**config.mk**
```make
export PLATFORM = sky130hd
export DESIGN_NAME = div_16_seq
export DESIGN_NICKNAME = d
export VERILOG_FILES = /design/src/rtl/div_pkg.sv /design/src/rtl/div_step.sv /design/src/rtl/div_16_seq.sv
export SDC_FILE = /design/constraint.sdc
export NUM_CORES = 1
export LEC_CHECK = 0
export CAP_MARGIN = 10
export CORE_MARGIN = 2
export CORE_UTILIZATION = 40
export CTS_BUF_LIST = sky130_fd_sc_hd__clkbuf_4 sky130_fd_sc_hd__clkbuf_8
export CTS_CLUSTER_DIAMETER = 200
export DETAILED_ROUTE_END_ITERATION = 16
export PLACE_DENSITY = 0.65
export SYNTH_ARGS = -nofsm -noshare
export SYNTH_HDL_FRONTEND = slang
export SYNTH_SLANG_ARGS = --single-unit
```
**constraint.sdc**
```tcl
create_clock -name clk -period 2.9 [get_ports clk]
set_input_delay 0.435 -clock clk [delete_from_list [all_inputs] [get_ports clk]]
set_output_delay 0.435 -clock clk [all_outputs]
set_load 0.1 [all_outputs]
```
**src/rtl/div_pkg.sv**
```systemverilog
// Shared constants and state encoding for the sequential 16-bit restoring divider.
package div_pkg;
    localparam int W = 16;
    localparam int DIV_STEPS = 16;
    localparam logic [W-1:0] QUOT_DZ = 16'hFFFF;

    typedef enum logic [1:0] {
        IDLE = 2'd0,
        CALC = 2'd1,
        FIX  = 2'd2,
        DONE = 2'd3
    } state_t;
endpackage

```
**src/rtl/div_step.sv**
```systemverilog
// One restoring-division iteration: shift in the next dividend bit, trial-subtract the divisor.
module div_step
    import div_pkg::*;
#(
    parameter int WS = W
) (
    input  logic [WS-1:0] r,
    input  logic          a_msb,
    input  logic [WS-1:0] b_mag,
    output logic [WS-1:0] r_next,
    output logic          q_bit
);
    logic [WS:0] r_sh;
    logic [WS:0] trial;

    // r < b_mag always holds, so the 17-bit difference lies in [-b_mag, b_mag-1]
    // and its top bit is a reliable sign.
    assign r_sh   = {r, a_msb};
    assign trial  = r_sh - {1'b0, b_mag};
    assign q_bit  = ~trial[WS];
    assign r_next = q_bit ? trial[WS-1:0] : r_sh[WS-1:0];
endmodule

```
**src/rtl/div_16_seq.sv**
```systemverilog
// Sequential 16-bit restoring divider, signed or unsigned, with start/busy/done handshake.
module div_16_seq
    import div_pkg::*;
#(
    parameter int WD = W
) (
    input  logic          clk,
    input  logic          rst_n,
    input  logic          start,
    input  logic          op_sel,
    input  logic [WD-1:0] A,
    input  logic [WD-1:0] B,
    output logic [WD-1:0] quot,
    output logic [WD-1:0] rem,
    output logic          busy,
    output logic          done,
    output logic          v,
    output logic          n,
    output logic          dz
);
    localparam logic [WD-1:0] MIN_NEG = {1'b1, {(WD-1){1'b0}}};
    localparam logic [3:0]    CNT_TOP = 4'(DIV_STEPS - 1);

    state_t        state, state_nx;
    logic [3:0]    cnt;
    logic [WD-1:0] a_sh;
    logic [WD-1:0] b_mag;
    logic [WD-1:0] r_acc;
    logic          sel, sq, sr, zdiv;

    logic [WD-1:0] r_step;
    logic          q_step;
    logic [WD-1:0] a_in_mag, b_in_mag;
    logic [WD-1:0] q_signed, r_signed, final_q, final_r;
    logic          ovf;

    div_step #(.WS(WD)) u_step (
        .r      (r_step_in_r()),
        .a_msb  (a_sh[WD-1]),
        .b_mag  (b_mag),
        .r_next (r_step),
        .q_bit  (q_step)
    );

    function automatic logic [WD-1:0] r_step_in_r();
        return r_acc;
    endfunction

    assign a_in_mag = (op_sel && A[WD-1]) ? -A : A;
    assign b_in_mag = (op_sel && B[WD-1]) ? -B : B;

    // a_sh has become the unsigned quotient by the time FIX is reached.
    assign ovf      = sel & (a_sh == MIN_NEG) & ~sq;
    assign q_signed = sq ? -a_sh : a_sh;
    assign r_signed = sr ? -r_acc : r_acc;
    assign final_q  = ovf ? MIN_NEG : q_signed;
    assign final_r  = ovf ? '0 : r_signed;

    always_comb begin
        state_nx = state;
        busy     = 1'b0;
        done     = 1'b0;
        case (state)
            IDLE: begin
                // A zero divisor detours through FIX without the busy flag so
                // that it still resolves in a single clock.
                if (start) state_nx = (B == '0) ? FIX : CALC;
            end
            CALC: begin
                busy = 1'b1;
                if (cnt == 4'd0) state_nx = FIX;
            end
            FIX: begin
                busy     = ~zdiv;
                state_nx = DONE;
            end
            DONE: begin
                done     = 1'b1;
                state_nx = IDLE;
            end
            default: state_nx = IDLE;
        endcase
    end

    always_ff @(posedge clk or negedge rst_n) begin
        if (!rst_n) begin
            state <= IDLE;
            cnt   <= '0;
            a_sh  <= '0;
            b_mag <= '0;
            r_acc <= '0;
            sel   <= 1'b0;
            sq    <= 1'b0;
            sr    <= 1'b0;
            zdiv  <= 1'b0;
            quot  <= '0;
            rem   <= '0;
            v     <= 1'b0;
            n     <= 1'b0;
            dz    <= 1'b0;
        end else begin
            state <= state_nx;
            case (state)
                IDLE: begin
                    if (start) begin
                        sel   <= op_sel;
                        a_sh  <= a_in_mag;
                        b_mag <= b_in_mag;
                        sq    <= op_sel & (A[WD-1] ^ B[WD-1]);
                        sr    <= op_sel & A[WD-1];
                        r_acc <= '0;
                        cnt   <= CNT_TOP;
                        v     <= 1'b0;
                        if (B == '0) begin
                            zdiv <= 1'b1;
                            quot <= QUOT_DZ;
                            rem  <= A;
                            dz   <= 1'b1;
                            n    <= 1'b1;
                        end else begin
                            zdiv <= 1'b0;
                            dz   <= 1'b0;
                            n    <= 1'b0;
                        end
                    end
                end
                CALC: begin
                    a_sh  <= {a_sh[WD-2:0], q_step};
                    r_acc <= r_step;
                    cnt   <= cnt - 4'd1;
                end
                FIX: begin
                    if (!zdiv) begin
                        quot <= final_q;
                        rem  <= final_r;
                        v    <= ovf;
                        n    <= final_q[WD-1];
                        dz   <= 1'b0;
                    end
                end
                default: ;
            endcase
        end
    end
endmodule

```
==> impl_metrics.py <==
metrics = {
    "synth": {
        "synth_enable_flop_cells": 0,
        "synth_area_leader_cell": "dfrtp_1",
        "async_flop_share_pct": 100,
        "synthTopCellsByArea": "dfrtp_1 38%, nand2_1 6.6%, o21ai_0 6.0%, xnor2_1 6.0%, ha_1 5.3%",
        "syn_avg_cell_area_um2": 8.35,
        "syn_area_um2": 6180,
        "synth_seq_cells": 93,
        "synth_cell_types": 56,
        "synth_flop_cell": "dfrtp_1",
        "synth_nets": 803,
        "syn_inst": 740,
        "synth.yosys.seq_area_share_pct": 37.7,
        "synth.top_cell.area_share_pct": 37.7,
        "yosysWarnings": 0,
    },
    "cells_and_area": {
        "area.growth.synth_to_final_pct": 19.0,
        "final_common_cell": "nand2_1",
        "fin_area_um2": 7350,
        "num-nets-final": 875,
        "final_layout_size_suffix_gt1_share_pct": 11.8,
        "final_util_pct": 48.5,
        "layout_common_cells": "108 x nand2_1, 93 x dfrtp_1, 74 x o21ai_0, 58 x a21oi_1, 58 x buf_4",
        "num_antenna_cells": 0,
    },
    "outcome": {
        "status": "finished, final reports clean",
    },
    "timing": {
        "grt_setup_unrepaired": "false",
        "finalMaxSlewViolations": 0,
        "skew_ns": 0.0139,
        "period_minus_slack_ns": 2.63,
        "setup_violations": 0,
        "hold_ws_ns": 0.00905,
        "fin_crit_sh_pct": 90.6,
        "fmax_mhz": 380,
        "worst_slew_margin_rel_pct": 60.1,
        "tightest_slew_ns": 0.593,
        "finalHoldViolations": 0,
    },
    "pwr": {
        "pwr-share-clk_pct": 9.6,
        "leakage_nw": 3.30,
        "vdd_ir_drop_max_mv": 0.655,
        "intPower_mw": 4.10,
        "combPwrFrac_pct": 65.2,
        "power.density_nw_per_um2": 1260,
        "seqPwrFrac_pct": 25.2,
        "p_sw_share_pct": 55.5,
        "p_sw_mw": 5.13,
    },
    "place": {
        "gp_congestion": 0.868,
        "port_buffers": 72,
        "dpl_cell_area_um2": 7140,
        "dp_hpwl_um": 12100,
    },
    "global_routing": {
        "grt_pass1_vias": 5172,
        "antenna_found_initial": 0,
        "grt_max_degree": 56,
        "grt_use_total_pct": 20.0,
        "grt-busiest-layer": "met2",
        "grt_first_pass_wirelength_um": 26100,
        "gr-total-overflow": 0,
        "use_met3_pct": 4.84,
        "grtUsageMet2_pct": 32.5,
        "met1_usage_pct": 27.0,
    },
    "route": {
        "first_pass_iters": 5,
        "drtAntennaViolNets": 0,
        "routed_wl_um": 15800,
        "vias": 5396,
        "drt_iter0_markers": 339,
        "viasPerCell": 5.37,
        "drc_errors": 0,
        "routedWlPerCell_um": 15.7,
    },
    "clock_network": {
        "cts_sinks": 93,
        "cts_setup_buffers": 0,
        "cts_made_buffers": 9,
        "worst_skew_pair.late_latency_ns": 0.39,
        "clk_path_buf_depth": 2,
        "cts.clk_slew.worst_paths_ns": 0.10,
        "cts_root_buffer": "clkbuf_8",
        "cts_tree": "yes",
        "htreeDepth": 3,
    },
    "worst_setup_path": {
        "critPathTopFamily": "compound AO/OA/AOI/OAI gates",
        "cp-end-kind": "register",
        "crit_top_cell": "o21ai_0",
        "start_kind": "register",
        "worstPathCellList": "or3_1 -> or4_1 -> o41ai_2 -> o21ai_0 -> xor2_1 -> a31oi_1 -> o21ai_0",
        "worst_ep_arrival_time_ns": 2.90,
        "crit_slowest_cell": "dfrtp_1",
        "path_class": "reg2reg",
        "path_max_fanout": 5,
        "required_ns": 3.17,
        "slowest_delay_ns": 0.45,
        "critPathBufInv": 0,
    },
    "die": {
        "ioPinCount": 73,
        "die_w_um": 128,
        "core-area_um2": 15100,
        "dieHeight_um": 128,
        "placementRows": 45,
        "dieArea_um2": 16500,
        "start_util_pct": 40.8,
    },
    "job": {
        "drv_cap": 0,
    },
    "hold_path": {
        "worstHoldPathType": "in2async",
    },
}
layer usage:
layer,routed length (um),vias to the layer above
li1,-,2754
met1,7410,2489
met2,7280,135
met3,858,18
met4,208,0
met5,0,-
per-stage QoR:
stage               worst slack (ns)  cells  setup TNS [ns]  power [mW]
global route                 0.00159   1005               0        9.96
floorplan                      0.285    740               0        6.84
finish                         0.272   1005               0        9.23
CTS                            0.217   1005               0        9.27
global placement              0.0660    989               0        8.31
detailed placement           -0.0562    989          -0.396        8.36
power by group through the flow:
stage | Clock, mW | Combinational, mW | Sequential, mW
2_1_floorplan | 0 | 3.09 | 3.76
3_3_place_gp | 0 | 5.96 | 2.34
3_5_place_dp | 0 | 6.01 | 2.36
4_1_cts | 0.918 | 6.03 | 2.33
5_1_grt | 0.968 | 6.58 | 2.41
6_report | 0.887 | 6.02 | 2.32
synthesized netlist by cell type (all sizes together), types with 7 or more instances:
cell type and n:
a21o 18, a21oi 61, a22oi 11, a31oi 7, clkbuf 33, dfrtp 93, ha 26, inv 34
nand2 108, nand2b 13, nand3 30, nor2 36, nor2b 17, nor4 9, o21ai 88, xnor2 42
xor2 23
sequential cells by signal (all words and copies together) (netlist names):
name	count
a_sh	16
b_mag	16
cnt	4
dz	1
n	1
quot	16
r_acc	16
rem	16
sel	1
sq	1
sr	1
state	2
v	1
zdiv	1
kinds of logic after synthesis:
| kind of cell | share of synthesized area, % |
|---|---|
| buffers and inverters | 4.43 |
| multiplexers | 1.17 |
| adder cells (fa/ha/maj) | 5.59 |
| AND/OR/NAND/NOR | 19.4 |
| flip-flops | 37.7 |
| AO/OA/AOI/OAI | 22.6 |
| XOR/XNOR | 9.21 |
path summary, 6_finish.rpt:
| check | to | slack, ns | cells after the start | startpoint |
|---|---|---|---|---|
| min reg2reg | b_mag[7] | 0.49 | 2 | b_mag[7] |
| max in group asynchronous | b_mag[7] | 2.22 | 2 | rst_n |
| min in group clk | b_mag[7] | 0.49 | 2 | b_mag[7] |
| max reg2reg | rem[13] | 0.27 | 7 | r_acc[4] |
| min | quot[14] | 0.009 | 1 | rst_n |
| max | rem[13] | 0.27 | 7 | r_acc[4] |
layout make-up:
| cell class | instances | area [um2] |
|---|---|---|
| timing repair buffer | 96 | 856 |
| tap | 188 | 235 |
| clock buffer | 9 | 124 |
| clock inverter | 7 | 81.3 |
| fill | 1534 | 7790 |
| sequential | 93 | 2330 |
| multi-input combinational | 578 | 3600 |
| inverter | 34 | 128 |
what timing repair did:
item / CTS / global route
gates resized for setup: 0 / 1
endpoints found under the setup margin: 0 / 2
hold buffers: 0 / 0
hold endpoints to repair: 0 / 0
Power figures use the tool's default switching activity.
